## src/rtl/space_invaders_pkg.sv

```systemverilog
`default_nettype none
// ============================================================================
//  Module   : space_invaders_pkg
//  Brief    : Screen constants, bullet idle marker and fleet state encoding
//             shared by the player and alien fleet blocks.
//  Revision : 1.0  initial release
// ============================================================================
package space_invaders_pkg;

    localparam int SCREEN_W = 32;
    localparam int SCREEN_H = 16;

    // Bullet row value meaning "no bullet in flight".
    localparam logic [3:0] BULLET_IDLE_Y = 4'd15;

    typedef enum logic [1:0] {
        PLAY   = 2'd0,
        RELOAD = 2'd1,
        OVER   = 2'd2
    } fleet_state_e;

    // Score counter increment that sticks at the top value.
    function automatic logic [7:0] sat_inc8(input logic [7:0] v);
        return (v == 8'hFF) ? v : v + 8'd1;
    endfunction

endpackage
`default_nettype wire

```

## src/rtl/fleet_collision.sv

```systemverilog
`default_nettype none
// ============================================================================
//  Module   : fleet_collision
//  Brief    : Combinational bullet/alien decode. Maps the bullet position
//             into the fleet grid and reports whether it lands on a live
//             alien, plus that alien's bitmap index.
//  Revision : 1.0  initial release
// ============================================================================
module fleet_collision
    import space_invaders_pkg::*;
#(
    parameter int ROWS  = 4,
    parameter int COLS  = 8,
    parameter int IDX_W = 5
) (
    input  logic [4:0]           bullet_x_i,
    input  logic [3:0]           bullet_y_i,
    input  logic [4:0]           fleet_x_i,
    input  logic [4:0]           fleet_y_i,
    input  logic [ROWS*COLS-1:0] alive_i,
    output logic                 hit_valid_o,
    output logic [IDX_W-1:0]     hit_index_o
);

    localparam logic [4:0] c_ROWS   = 5'(ROWS);
    localparam logic [4:0] c_DX_MAX = 5'(2*COLS-2);

    logic [4:0] w_dx;
    logic [4:0] w_dy;
    logic       w_in_grid;
    logic [9:0] w_idx_wide;

    // Offsets are only meaningful once the bullet is known to be at or
    // beyond the fleet origin; w_in_grid guards the wrapped cases.
    assign w_dx = bullet_x_i - fleet_x_i;
    assign w_dy = {1'b0, bullet_y_i} - fleet_y_i;

    assign w_in_grid = (bullet_y_i != BULLET_IDLE_Y)
                     && (bullet_x_i >= fleet_x_i)
                     && ({1'b0, bullet_y_i} >= fleet_y_i)
                     && (w_dy < c_ROWS)
                     && (w_dx <= c_DX_MAX)
                     && !w_dx[0];

    // Aliens sit on even columns only, so dx/2 is the alien column.
    assign w_idx_wide  = 10'(w_dy) * 10'(COLS) + 10'(w_dx[4:1]);
    assign hit_index_o = w_idx_wide[IDX_W-1:0];
    assign hit_valid_o = w_in_grid && alive_i[hit_index_o];

endmodule
`default_nettype wire

```

## src/rtl/alien_fleet.sv

```systemverilog
`default_nettype none
// ============================================================================
//  Module   : alien_fleet
//  Brief    : Invader formation: live-alien bitmap, step timer, horizontal
//             march with edge drop, bullet hit response, score, wave reload
//             and game-over detection.
//  Revision : 1.0  initial release
// ============================================================================
module alien_fleet
    import space_invaders_pkg::*;
#(
    parameter int ROWS        = 4,
    parameter int COLS        = 8,
    parameter int STEP_CYCLES = 9000000,
    parameter int START_X     = 0,
    parameter int START_Y     = 1,
    parameter int LOSE_ROW    = 14
) (
    input  logic                 i_clk_36MHz,
    input  logic                 i_reset,
    input  logic [4:0]           i_bullet_x,
    input  logic [3:0]           i_bullet_y,
    output logic                 o_hit,
    output logic [4:0]           o_fleet_x,
    output logic [3:0]           o_fleet_y,
    output logic [ROWS*COLS-1:0] o_alive,
    output logic [7:0]           o_score,
    output logic                 o_game_over,
    output logic                 o_wave_clear
);

    localparam int N     = ROWS * COLS;
    localparam int IDX_W = (N > 1) ? $clog2(N) : 1;
    localparam int CNT_W = (STEP_CYCLES > 1) ? $clog2(STEP_CYCLES) : 1;

    localparam logic [CNT_W-1:0] c_STEP_LAST  = CNT_W'(STEP_CYCLES - 1);
    localparam logic [4:0]       c_START_X    = 5'(START_X);
    localparam logic [4:0]       c_START_Y    = 5'(START_Y);
    localparam logic [5:0]       c_RIGHT_SPAN = 6'(2*COLS - 2);
    localparam logic [5:0]       c_X_MAX      = 6'(SCREEN_W - 1);
    localparam logic [5:0]       c_LOSE_ROW   = 6'(LOSE_ROW);
    localparam logic [N-1:0]     c_ALL_ALIVE  = {N{1'b1}};

    fleet_state_e     state_q, state_d;
    logic [4:0]       fleet_x_q, fleet_x_d;
    logic [4:0]       fleet_y_q, fleet_y_d;   // 5 bits: drops never wrap
    logic             dir_right_q, dir_right_d;
    logic [N-1:0]     alive_q, alive_d;
    logic [7:0]       score_q, score_d;
    logic             hit_q, hit_d;
    logic             wave_q, wave_d;
    logic [CNT_W-1:0] cnt_q, cnt_d;

    logic             w_hit_valid;
    logic [IDX_W-1:0] w_hit_index;
    logic             w_empty;
    logic             w_lose;
    logic [2:0]       w_bottom_row;
    logic [5:0]       w_bottom_y;

    fleet_collision #(
        .ROWS  (ROWS),
        .COLS  (COLS),
        .IDX_W (IDX_W)
    ) u_collision (
        .bullet_x_i  (i_bullet_x),
        .bullet_y_i  (i_bullet_y),
        .fleet_x_i   (fleet_x_q),
        .fleet_y_i   (fleet_y_q),
        .alive_i     (alive_q),
        .hit_valid_o (w_hit_valid),
        .hit_index_o (w_hit_index)
    );

    // State register.
    always_ff @(posedge i_clk_36MHz or posedge i_reset) begin
        if (i_reset) state_q <= PLAY;
        else         state_q <= state_d;
    end

    // Datapath registers: position, direction, bitmap, score, timer, pulses.
    always_ff @(posedge i_clk_36MHz or posedge i_reset) begin
        if (i_reset) begin
            fleet_x_q   <= c_START_X;
            fleet_y_q   <= c_START_Y;
            dir_right_q <= 1'b1;
            alive_q     <= c_ALL_ALIVE;
            score_q     <= 8'd0;
            hit_q       <= 1'b0;
            wave_q      <= 1'b0;
            cnt_q       <= '0;
        end else begin
            fleet_x_q   <= fleet_x_d;
            fleet_y_q   <= fleet_y_d;
            dir_right_q <= dir_right_d;
            alive_q     <= alive_d;
            score_q     <= score_d;
            hit_q       <= hit_d;
            wave_q      <= wave_d;
            cnt_q       <= cnt_d;
        end
    end

    // Datapath next-state: hit against pre-step position, then the march.
    always_comb begin
        fleet_x_d    = fleet_x_q;
        fleet_y_d    = fleet_y_q;
        dir_right_d  = dir_right_q;
        alive_d      = alive_q;
        score_d      = score_q;
        hit_d        = 1'b0;
        wave_d       = 1'b0;
        cnt_d        = cnt_q;
        w_bottom_row = 3'd0;

        case (state_q)
            PLAY: begin
                if (w_hit_valid) begin
                    alive_d[w_hit_index] = 1'b0;
                    score_d              = sat_inc8(score_q);
                    hit_d                = 1'b1;
                end
                if (cnt_q == c_STEP_LAST) begin
                    cnt_d = '0;
                    if (dir_right_q) begin
                        if ({1'b0, fleet_x_q} + c_RIGHT_SPAN == c_X_MAX) begin
                            fleet_y_d   = fleet_y_q + 5'd1;
                            dir_right_d = 1'b0;
                        end else begin
                            fleet_x_d = fleet_x_q + 5'd1;
                        end
                    end else begin
                        if (fleet_x_q == 5'd0) begin
                            fleet_y_d   = fleet_y_q + 5'd1;
                            dir_right_d = 1'b1;
                        end else begin
                            fleet_x_d = fleet_x_q - 5'd1;
                        end
                    end
                end else begin
                    cnt_d = cnt_q + CNT_W'(1);
                end
                wave_d = (alive_d == '0);
            end
            RELOAD: begin
                fleet_x_d   = c_START_X;
                fleet_y_d   = c_START_Y;
                dir_right_d = 1'b1;
                alive_d     = c_ALL_ALIVE;
                cnt_d       = '0;
            end
            default: ;  // OVER: everything frozen
        endcase

        // Lowest live row of the post-update bitmap decides the loss.
        for (int r = 0; r < ROWS; r++) begin
            if (|alive_d[r*COLS +: COLS]) w_bottom_row = 3'(r);
        end
    end

    assign w_empty    = (alive_d == '0);
    assign w_bottom_y = {1'b0, fleet_y_d} + {3'b000, w_bottom_row};
    assign w_lose     = !w_empty && (w_bottom_y >= c_LOSE_ROW);

    // Next-state logic; a cleared wave takes priority over a loss.
    always_comb begin
        state_d = state_q;
        case (state_q)
            PLAY: begin
                if (w_empty)     state_d = RELOAD;
                else if (w_lose) state_d = OVER;
            end
            RELOAD:  state_d = PLAY;
            default: state_d = OVER;
        endcase
    end

    // Outputs; a hit registered on the edge that entered OVER is suppressed.
    always_comb begin
        o_hit        = hit_q && (state_q != OVER);
        o_game_over  = (state_q == OVER);
        o_wave_clear = wave_q;
        o_fleet_x    = fleet_x_q;
        o_fleet_y    = fleet_y_q[3:0];
        o_alive      = alive_q;
        o_score      = score_q;
    end

endmodule
`default_nettype wire

```

## config.mk

```make
export PLATFORM = sky130hd
export DESIGN_NAME = alien_fleet
export DESIGN_NICKNAME = d
export VERILOG_FILES = /design/src/rtl/space_invaders_pkg.sv /design/src/rtl/fleet_collision.sv /design/src/rtl/alien_fleet.sv
export SDC_FILE = /design/constraint.sdc
export NUM_CORES = 1
export LEC_CHECK = 0
export CAP_MARGIN = 25
export CORE_MARGIN = 1.5
export CORE_UTILIZATION = 39
export CTS_CLUSTER_DIAMETER = 100
export CTS_CLUSTER_SIZE = 30
export DETAILED_ROUTE_END_ITERATION = 7
export PLACE_DENSITY = 0.66
export SLEW_MARGIN = 10
export SYNTH_ARGS = -nofsm -noshare
export SYNTH_HDL_FRONTEND = slang
export SYNTH_SLANG_ARGS = --single-unit
```

## constraint.sdc

```tcl
create_clock -name i_clk_36MHz -period 8.95 [get_ports i_clk_36MHz]
set_input_delay 1.79 -clock i_clk_36MHz [delete_from_list [all_inputs] [get_ports i_clk_36MHz]]
set_output_delay 1.79 -clock i_clk_36MHz [all_outputs]
set_load 0.1 [all_outputs]
```

==> results of run 1 <==
[Yosys cell counts (2+ instances only)]
| master | instances |
|---|---|
| a31o_2 | 2 |
| a22o_1 | 2 |
| a31oi_1 | 7 |
| dfstp_2 | 34 |
| nand4_1 | 14 |
| inv_1 | 24 |
| and4_1 | 4 |
| ha_1 | 19 |
| mux2_2 | 2 |
| dfrtp_1 | 45 |
| or3_1 | 3 |
| mux2i_1 | 6 |
| nand3_1 | 25 |
| fa_1 | 4 |
| xnor2_1 | 15 |
| nor3_1 | 11 |
| a41oi_1 | 3 |
| or2_2 | 5 |
| nor2b_1 | 6 |
| a2bb2oi_1 | 2 |
| and2_1 | 5 |
| o22a_1 | 6 |
| o22ai_1 | 6 |
| nor2_1 | 66 |
| nand2b_1 | 5 |
| and3_1 | 20 |
| mux4_2 | 6 |
| o21ai_0 | 58 |
| nand2_1 | 69 |
| or4_1 | 2 |
| a21oi_1 | 20 |
| nor4bb_1 | 2 |
| nor4_1 | 11 |
| o32ai_1 | 2 |
| clkbuf_1 | 21 |
| xor2_1 | 15 |
| a221oi_1 | 2 |
| buf_4 | 6 |
| a21o_1 | 4 |
| o31ai_1 | 4 |
| o21a_1 | 2 |
| o32a_1 | 2 |
[stage by stage]
stage	worst slack (ps)	std cells	instance area, um2	total power, mW	utilization
global placement	1580	799	5930	0.422	0.464
floorplan	2220	588	5180	0.405	-
global route	1110	817	6250	0.818	0.489
CTS	1560	815	6220	0.794	0.487
detailed placement	1240	799	5930	0.423	0.464
finish	1550	817	6250	0.788	0.489
[metal layers]
metal  part of all wire  vias to the layer above  routed length (um)  GRT usage
li1                   -                     2214                   -          -
met1               0.47                     2314                6560      0.282
met2               0.45                      149                6350      0.312
met3              0.064                       17                 900     0.0560
met4              0.015                        0                 209     0.0655
met5                  0                        -                   0          0
[sequential cells by signal, summed over array words and instances (netlist names)]
register / flops
o_wave_clear: 1
cnt_q: 24
o_fleet_x: 5
o_score: 8
state_q: 2
fleet_y_q: 5
dir_right_q: 1
hit_q: 1
o_alive: 32
[worst reg2reg max path, cell delays in order, from the launching register on]
cell and delay, ps:
dfrtp_1 440, ha_1 190, inv_1 60, fa_1 500, a21o_1 200, a21oi_1 170, xor2_1 190, inv_1 60
ha_1 210, xor2_1 390, nor3_1 120, a2bb2oi_1 190, mux2i_1 120, nor4b_4 280, buf_4 280, nand2_2 200
o32ai_1 370, nand4b_1 290, a31oi_1 230, or2_2 130, ha_1 170, fa_1 450, o21ai_0 180, a21boi_0 110
o31ai_1 200, a21oi_1 100
[cell families (layout without fill, tap and decap cells)]
| group | count (synthesis) | after routing | synth area share |
|---|---|---|---|
| simple gates | 256 | 256 | 0.249 |
| compound gates | 132 | 132 | 0.159 |
| flops | 79 | 79 | 0.390 |
| buf+inv | 53 | 110 | 0.0430 |
| xor+xnor | 31 | 31 | 0.0561 |
| fa+ha+maj | 23 | 23 | 0.0614 |
| mux | 14 | 14 | 0.0420 |
[how the worst min path moves through the flow]
stage                            from                      to  slack [ps]
6_report       o_score[4]$_DFFE_PP0P_  o_score[4]$_DFFE_PP0P_         500
5_1_grt        o_score[6]$_DFFE_PP0P_  o_score[6]$_DFFE_PP0P_         520
4_1_cts        o_score[4]$_DFFE_PP0P_  o_score[4]$_DFFE_PP0P_         500
3_5_place_dp   o_score[4]$_DFFE_PP0P_  o_score[4]$_DFFE_PP0P_         480
3_3_place_gp   o_score[4]$_DFFE_PP0P_  o_score[4]$_DFFE_PP0P_         490
2_1_floorplan    cnt_q[9]$_DFFE_PP0N_    cnt_q[9]$_DFFE_PP0N_         470
[area by class of cell]
cell class	instances	share of cell area
Multi-Input combinational cell	456	0.470
Clock buffer	9	0.0360
Timing Repair Buffer	70	0.111
Tap cell	172	0.0344
Clock inverter	7	0.0114
Inverter	24	0.0144
Sequential cell	79	0.323
[power groups by stage]
stage / sequential (mW) / clock (mW) / combinational [mW]
after floorplan: 0.364 / 0 / 0.0411
after global placement: 0.364 / 0 / 0.0579
after detailed placement: 0.364 / 0 / 0.0591
after CTS: 0.358 / 0.376 / 0.0594
after global routing: 0.358 / 0.393 / 0.0672
final: 0.358 / 0.368 / 0.0613
==> key figures, run 1 <==
Synth
  – Area share of the largest cell type after synthesis: 0.217
  – Synth Instances: between 500 and 600
  – Avg Inst Size Synth: between 8 and 9 um2
  – #FFs+latches synth: 79
  – Post-synthesis cell type count: 63
  – Syn nets: 622
  – Syn Std Cell Area: between 5000 and 6000 um2
  – Seq/Total Area, Yosys: 0.390
  – Asr flop ratio synth: 1.00
  – Synth top area cells: dfrtp_1, dfstp_2, o21ai_0
  – Synth Warn #: 0
  – Post-synth EDFFs: 0
  – Ys flop type: dfrtp_1
  – Top cell type by total area after synthesis: dfrtp_1

STA
  – Worst slew pin tran: a little over 1000 ps
  – Setup TNS: 0 ps
  – WHS: 496 ps
  – Rel. slew slack: 0.323
  – Min Clock Period, post-route: about 7400 ps
  – RSZ-0062 raised after global routing: false
  – Final period util: 0.827
  – Final hold vios: 0
  – Fmax: 135 MHz
  – Skew final: 7.13 ps
  – Slew Limit Fails: 0
  – # setup viols final: 0

Clocking
  – Clock sink count: ~80
  – Hold Buf Count CTS: 0
  – Clk Latency, worst-skew pair: 340 ps
  – CTS tree: yes
  – Post-CTS resize count: 0
  – Reg clk slew, reported paths: 60 ps
  – Root Buffer: clkbuf_16
  – Cts bufs inserted: 9
  – Clock tree buffer depth: 2
  – Setup bufs post-CTS: 0
  – CTS H-tree depth: 3

Critical path
  – Crit path depth: 27
  – Critical path's largest stage delay: 500 ps
  – R2R cell count: 25
  – Critical Path Start Type: input pin
  – Setup CP Type: in -> reg
  – Max FO, Critical Path: 21
  – CP endpoint kind: register
  – Worst setup path start: i_bullet_x[0]
  – CP endpoint: state_q[1]$_DFFE_PP0P_
  – CP bufs+invs: 5
  – Worst r2r dst: state_q[1]$_DFFE_PP0P_
  – R2r setup slk: 2990 ps
  – R2R Path Start: o_fleet_x[0]$_DFFE_PP0P_
  – Crit path required time: 9150 ps
  – Critical path arrival: 7610 ps
  – CP max-delay cell: fa_1
  – Delay-heaviest family, CP: compound AO/OA/AOI/OAI gates

Detailed routing
  – 1st-pass router iterations: 5
  – Antenna Nets Post-Route: 0
  – Vias/cell: 5.75
  – Wire per inst: between 15 and 20 um
  – DRC viols: 0
  – DRT Wirelength: 14000 um
  – Vias: 4694
  – Iter 0 DRT Violations: 458

Finish
  – Antenna Diode Count: 0
  – Storage element area: 2020 um2
  – Multi-input gate area: 2940 um2
  – # fillers: 1196
  – Layout area overhead: 20.7%
  – Most frequent cells in the layout: nand2_1, nor2_1, clkdlybuf4s50_1, o21ai_0, dfrtp_1
  – Commonest non-fill, non-tap cell in the layout: nand2_1
  – Final Net Count: 674
  – Share of cells above drive strength 1: 0.127

Hold path
  – Hold Path Depth: 1
  – Worst Hold Class: reg -> reg

Global route
  – Initial antenna violation count: 0
  – First-pass GRT wire length: 23000 um
  – Grt ovf: 0
  – Vias in the first global route: 4573
  – Largest net degree at the start of global routing: 80
  – Total track usage: 0.205

Floorplanning
  – Die width: 118 um
  – Die height: 118 um
  – Initial core utilization: 0.405
  – Die outline area: 14000 um2
  – IO Count: 63
  – Floorplan row count: 41
  – Core ar.: 12800 um2

Place
  – Placer's final routability congestion estimate: 0.916
  – DP Wirelength: 9880 um
  – Input/output buffers: 62

Power and ir drop
  – Lkg Pwr: about 2.5 nW
  – NetSw: 0.192 mW
  – VDD IR max: 0.0824 mV
  – Pwr per Cell Area: 126 nW/um2
  – Clk pwr share: 0.468
  – Int Pwr: 0.595 mW
  – Switching Share: 0.244
  – Part of the power in registers: 0.454
  – Comb pwr share: 0.078

Run
  – Max-cap violations: 0

Outcome
  – Outcome: complete, no violations
Power figures use the tool's default switching activity.
==> run 2: changes to the inputs <==
clock period = 7.48 ns   (was 8.95 ns; I/O delays follow)
==> key figures, run 2 (synthesis results as in run 1) <==
Floorplanning
  – Core ar.: 12800 um2 (unchanged)
  – Die width: 118 um (unchanged)
  – IO Count: 63 (unchanged)
  – Die outline area: 14000 um2 (unchanged)
  – Die height: 118 um (unchanged)
  – Initial core utilization: 0.405 (unchanged)
  – Floorplan row count: 41 (unchanged)

Power and ir drop
  – Pwr per Cell Area: 150 nW/um2 (+19%)
  – Lkg Pwr: 2.51 nW (+1.4%)
  – Power Total: 0.949 mW (+21%)
  – VDD IR max: 0.0957 mV (+16%)

Detailed routing
  – Iter 0 DRT Violations: 451 (-1.5%)
  – Vias/cell: 5.70 (-0.74%)
  – Vias: 4705 (+0.23%)
  – DRT Wirelength: 14300 um (+1.7%)
  – Wire per inst: 17.3 um (+0.72%)
  – 1st-pass router iterations: 5 (unchanged)
  – Antenna Nets Post-Route: 0 (unchanged)
  – DRC viols: 0 (unchanged)

Global route
  – Largest net degree at the start of global routing: 80 (unchanged)
  – Initial antenna violation count: 0 (unchanged)
  – Grt ovf: 0 (unchanged)
  – Vias in the first global route: 4560 (-0.28%)
  – Total track usage: 0.212 (+0.00719)
  – First-pass GRT wire length: 23800 um (+3.4%)

Finish
  – # fillers: 1178 (-1.5%)
  – Commonest non-fill, non-tap cell in the layout: nand2_1
  – Multi-input gate area: 2940 um2 (unchanged)
  – Most frequent cells in the layout: nand2_1, nor2_1, clkdlybuf4s50_1, o21ai_0, dfrtp_1
  – Final Net Count: 682 (+1.2%)
  – Storage element area: 2020 um2 (unchanged)
  – Share of cells above drive strength 1: 0.136 (+0.00916)
  – Layout area overhead: 21.9%
  – Largest register FFs: 32 (unchanged)
  – Antenna Diode Count: 0 (unchanged)

Critical path
  – Critical path arrival: 7060 ps (-550 ps)
  – Setup CP Type: in -> reg
  – Max FO, Critical Path: 9 (-57%)
  – CP endpoint kind: register
  – Critical Path Start Type: input pin
  – Crit path required time: 7690 ps (-1460 ps)

Clocking
  – Reg clk slew, reported paths: 60 ps (about the same)
  – Cts bufs inserted: 9 (unchanged)
  – Clock sink count: 79 (unchanged)
  – Clock tree buffer depth: 2 (unchanged)
  – Hold Buf Count CTS: 0 (unchanged)
  – CTS tree: yes
  – Clk Latency, worst-skew pair: 350 ps (about the same)
  – CTS H-tree depth: 3 (unchanged)
  – Root Buffer: clkbuf_16

STA
  – Final period util: 0.916
  – Min Clock Period, post-route: between 6000 and 7000 ps
  – Skew final: 7.73 ps (+0.604 ps)
  – # setup viols final: 0 (unchanged)
  – Final hold vios: 0 (unchanged)
  – Fmax: ~150 MHz
  – Slew Limit Fails: 0 (unchanged)
  – Setup TNS: 0 ps (unchanged)
  – Rel. slew slack: 0.327 (+0.00423)
  – RSZ-0062 raised after global routing: false
  – Worst slew pin tran: 1000 ps (-10.4 ps)

Place
  – Placer's final routability congestion estimate: 0.915 (-0.11%)
  – Input/output buffers: 62 (unchanged)
  – DP Wirelength: 10200 um (+3.2%)

Outcome
  – Outcome: complete, no violations

Run
  – Max-cap violations: 0 (unchanged)

Hold path
  – Worst Hold Class: reg -> reg
==> run 2: power by group <==
group | internal [mW] | switching [mW]
logic | 0.0271 | 0.0496
registers | 0.428 | 0
clock network | 0.266 | 0.179
total | 0.721 | 0.228
==> run 2: layer usage <==
metal  part of all wire  track usage
met3              0.064       0.0512
met2               0.46        0.322
met5                  0            0
met4              0.014       0.0709
met1               0.46        0.295
==> run 2: cell type report <==
class	count	area share
multi-input combinational	456	0.465
sequential	79	0.320
clock buffer	10	0.0379
inverter	24	0.0143
timing repair buffer	78	0.119
tap	172	0.0341
clock inverter	6	0.00951
==> run 2: path summary, 6_finish.rpt <==
kind	from	endpoint	slack [ps]	depth (start not counted)
min reg2reg	o_alive[28]$_DFF_PP1_	o_alive[28]$_DFF_PP1_	510	2
max reg2reg	o_fleet_x[0]$_DFFE_PP0P_	state_q[1]$_DFFE_PP0P_	1720	25
min	o_alive[28]$_DFF_PP1_	o_alive[28]$_DFF_PP1_	510	2
max	i_bullet_x[0]	state_q[1]$_DFFE_PP0P_	630	27
max in group asynchronous	i_reset	dir_right_q$_DFFE_PP1P_	5220	4
min in group asynchronous	i_reset	o_score[5]$_DFFE_PP0P_	1600	3
==> run 2: through the flow <==
step	cell area [um2]	utilization	worst slack (ps)	std cells	hold slack [ps]
2_1_floorplan	5180	-	1050	588	470
3_3_place_gp	5980	0.468	449	806	486
3_5_place_dp	5980	0.468	175	806	493
4_1_cts	6280	0.492	505	822	508
5_1_grt	6310	0.494	158	825	525
6_report	6310	0.494	626	825	511
==> run 2: timing repair <==
action	4_1_cts	5_1_grt
setup buffers	0	2
gates resized for setup	0	0
endpoints found under the setup margin	0	1
endpoints found under the hold margin	0	0
==> run 2: worst max-delay path: stages <==
cell,delay (ps)
clkdlybuf4s50_1,400
inv_1,60
ha_1,160
inv_1,60
fa_1,390
a21o_1,170
a21oi_1,160
xor2_1,200
inv_1,60
ha_1,220
xor2_1,400
nor3_1,130
a2bb2oi_1,160
mux2i_1,130
nor4b_4,260
buf_4,190
nand2_2,170
o32ai_1,370
nand4b_1,270
a31oi_1,210
or2_2,140
ha_1,170
fa_1,450
o21ai_0,160
a21boi_0,110
o31ai_1,250
a21oi_1,110
==> run 3: changes to the inputs <==
CAP_MARGIN = 10   (was 25)
CELL_PAD_IN_SITES_DETAIL_PLACEMENT = 0   (was unset)
CELL_PAD_IN_SITES_GLOBAL_PLACEMENT = 1   (was unset)
PLACE_DENSITY = 0.81   (was 0.66)
TNS_END_PERCENT = 10   (was unset)
==> key figures, run 3 (synthesis results as in run 1) <==
Critical path
  – Delay-heaviest family, CP: compound AO/OA/AOI/OAI gates
  – R2R cell count: 25 (unchanged)
  – Worst r2r dst: state_q[1]$_DFFE_PP0P_
  – Critical path's largest stage delay: 490 ps (+40 ps)
  – Crit path required time: 7690 ps (about the same)
  – R2R Path Start: o_fleet_x[0]$_DFFE_PP0P_
  – CP bufs+invs: 5 (unchanged)
  – CP endpoint kind: register
  – Setup CP Type: in -> reg
  – CP max-delay cell: fa_1
  – Max FO, Critical Path: 13 (+4)
  – R2r setup slk: 1720 ps (about the same)
  – Critical path arrival: 7090 ps (+30 ps)
  – Critical Path Start Type: input pin

Detailed routing
  – 1st-pass router iterations: 5 (unchanged)
  – Vias: 4699 (-0.13%)
  – DRT Wirelength: 14000 um (-1.7%)
  – Antenna Nets Post-Route: 0 (unchanged)
  – Wire per inst: 17.1 um (-0.98%)
  – DRC viols: 0 (unchanged)
  – Iter 0 DRT Violations: 363 (-20%)
  – Vias/cell: 5.74 (+0.60%)

Floorplanning
  – Floorplan row count: 41 (unchanged)
  – Die width: 118 um (unchanged)
  – Core ar.: 12800 um2 (unchanged)
  – IO Count: 63 (unchanged)
  – Die outline area: 14000 um2 (unchanged)
  – Initial core utilization: 0.405 (unchanged)
  – Die height: 118 um (unchanged)

STA
  – Slew Limit Fails: 0 (unchanged)
  – Rel. slew slack: 0.323 (-0.00422)
  – Skew final: 3.30 ps (-4.43 ps)
  – # setup viols final: 0 (unchanged)
  – Fmax: 145 MHz (-0.32%)
  – Worst slew pin tran: 1010 ps (+10.4 ps)
  – RSZ-0062 raised after global routing: false
  – Min Clock Period, post-route: 6880 ps (+22.1 ps)
  – Setup TNS: 0 ps (unchanged)
  – Final hold vios: 0 (unchanged)
  – Final period util: 0.919 (+0.00296)

Clocking
  – CTS tree: yes
  – Clock sink count: 79 (unchanged)
  – Root Buffer: clkbuf_16
  – Hold Buf Count CTS: 0 (unchanged)
  – Clk Latency, worst-skew pair: 350 ps (about the same)
  – Reg clk slew, reported paths: 60 ps (about the same)
  – CTS H-tree depth: 3 (unchanged)
  – Cts bufs inserted: 9 (unchanged)
  – Clock tree buffer depth: 2 (unchanged)

Global route
  – Largest net degree at the start of global routing: 80 (unchanged)
  – Vias in the first global route: 4530 (-0.66%)
  – First-pass GRT wire length: 23600 um (-0.87%)
  – Grt ovf: 0 (unchanged)
  – Total track usage: 0.210 (-0.00221)
  – Initial antenna violation count: 0 (unchanged)

Power and ir drop
  – VDD IR max: 0.0913 mV (-4.6%)
  – Lkg Pwr: 2.48 nW (-1.1%)
  – Pwr per Cell Area: 152 nW/um2 (+1.4%)
  – Power Total: 0.957 mW (+0.82%)

Finish
  – Commonest non-fill, non-tap cell in the layout: nand2_1
  – Layout area overhead: 21.2%
  – Share of cells above drive strength 1: 0.130 (-0.00646)
  – Largest register FFs: 32 (unchanged)
  – Antenna Diode Count: 0 (unchanged)
  – Most frequent cells in the layout: nand2_1, nor2_1, clkdlybuf4s50_1, o21ai_0, dfrtp_1
  – Final Net Count: 676 (-0.88%)

Place
  – Input/output buffers: 62 (unchanged)
  – Placer's final routability congestion estimate: 0.945 (+3.4%)
  – DP Wirelength: 9890 um (-3.0%)

Hold path
  – Hold path start: o_score[4]$_DFFE_PP0P_
  – Hold Path Depth: 1 (-1)
  – Worst Hold Class: reg -> reg
  – Hold Crit Endpoint: o_score[4]$_DFFE_PP0P_

Outcome
  – Outcome: complete, no violations

Run
  – Max-cap violations: 0 (unchanged)
## run 3: cell types whose count changed in the layout (fill, tap and decap cells not counted)
| cell | before | now |
|---|---|---|
| buf_12 | 1 | 0 |
| buf_4 | 15 | 10 |
| bufinv_16 | 1 | 0 |
| clkbuf_1 | 0 | 1 |
| clkbuf_16 | 9 | 11 |
| clkinv_1 | 1 | 0 |
| clkinv_2 | 2 | 1 |
| xor2_1 | 15 | 14 |
| xor2_2 | 0 | 1 |
## run 3: metal layers
metal / share of wire / track usage
met5: 0 / 0
met4: 0.014 / 0.0671
met3: 0.066 / 0.0541
met2: 0.44 / 0.304
met1: 0.48 / 0.304
## run 3: report_power, final
| group | total [mW] | switching, mW | internal, mW |
|---|---|---|---|
| Combinational | 0.0744 | 0.0487 | 0.0257 |
| Sequential | 0.428 | 0 | 0.428 |
| Clock | 0.454 | 0.180 | 0.274 |
| Total | 0.957 | 0.229 | 0.728 |
## run 3: worst max path at each step
| stage | depth (start not counted) | slack [ps] | from | to |
|---|---|---|---|---|
| floorplan | 26 | 1050 | i_bullet_x[0] | state_q[1]$_DFFE_PP0P_ |
| global placement | 27 | 350 | i_bullet_x[0] | state_q[1]$_DFFE_PP0P_ |
| detailed placement | 27 | 180 | i_bullet_x[0] | state_q[1]$_DFFE_PP0P_ |
| CTS | 27 | 430 | i_bullet_x[0] | state_q[1]$_DFFE_PP0P_ |
| global route | 27 | 60 | i_bullet_x[0] | state_q[1]$_DFFE_PP0P_ |
| finish | 27 | 600 | i_bullet_x[0] | state_q[1]$_DFFE_PP0P_ |
## run 3: repair_timing
| action | CTS | global route |
|---|---|---|
| gates resized for setup | 0 | 1 |
| endpoints found under the setup margin | 0 | 1 |
| buffers inserted | 0 | 1 |
## run 3: final cells by class
| class | instances | area (um2) |
|---|---|---|
| inverter | 24 | 90.1 |
| multi-input combinational | 456 | 2940 |
| tap | 172 | 215 |
| clock inverter | 3 | 21.3 |
| sequential | 79 | 2020 |
| fill | 1205 | 6490 |
| clock buffer | 13 | 293 |
| timing repair buffer | 72 | 696 |
## run 3: through the flow
step | util | hold slack, ps | setup WS [ps] | instances | instance area, um2
after global placement | 0.466 | 489 | 349 | 802 | 5950
final | 0.492 | 495 | 604 | 819 | 6280
after floorplan | - | 470 | 1050 | 588 | 5180
after detailed placement | 0.466 | 484 | 175 | 802 | 5950
after CTS | 0.490 | 500 | 426 | 818 | 6260
after global routing | 0.492 | 520 | 60.4 | 819 | 6280
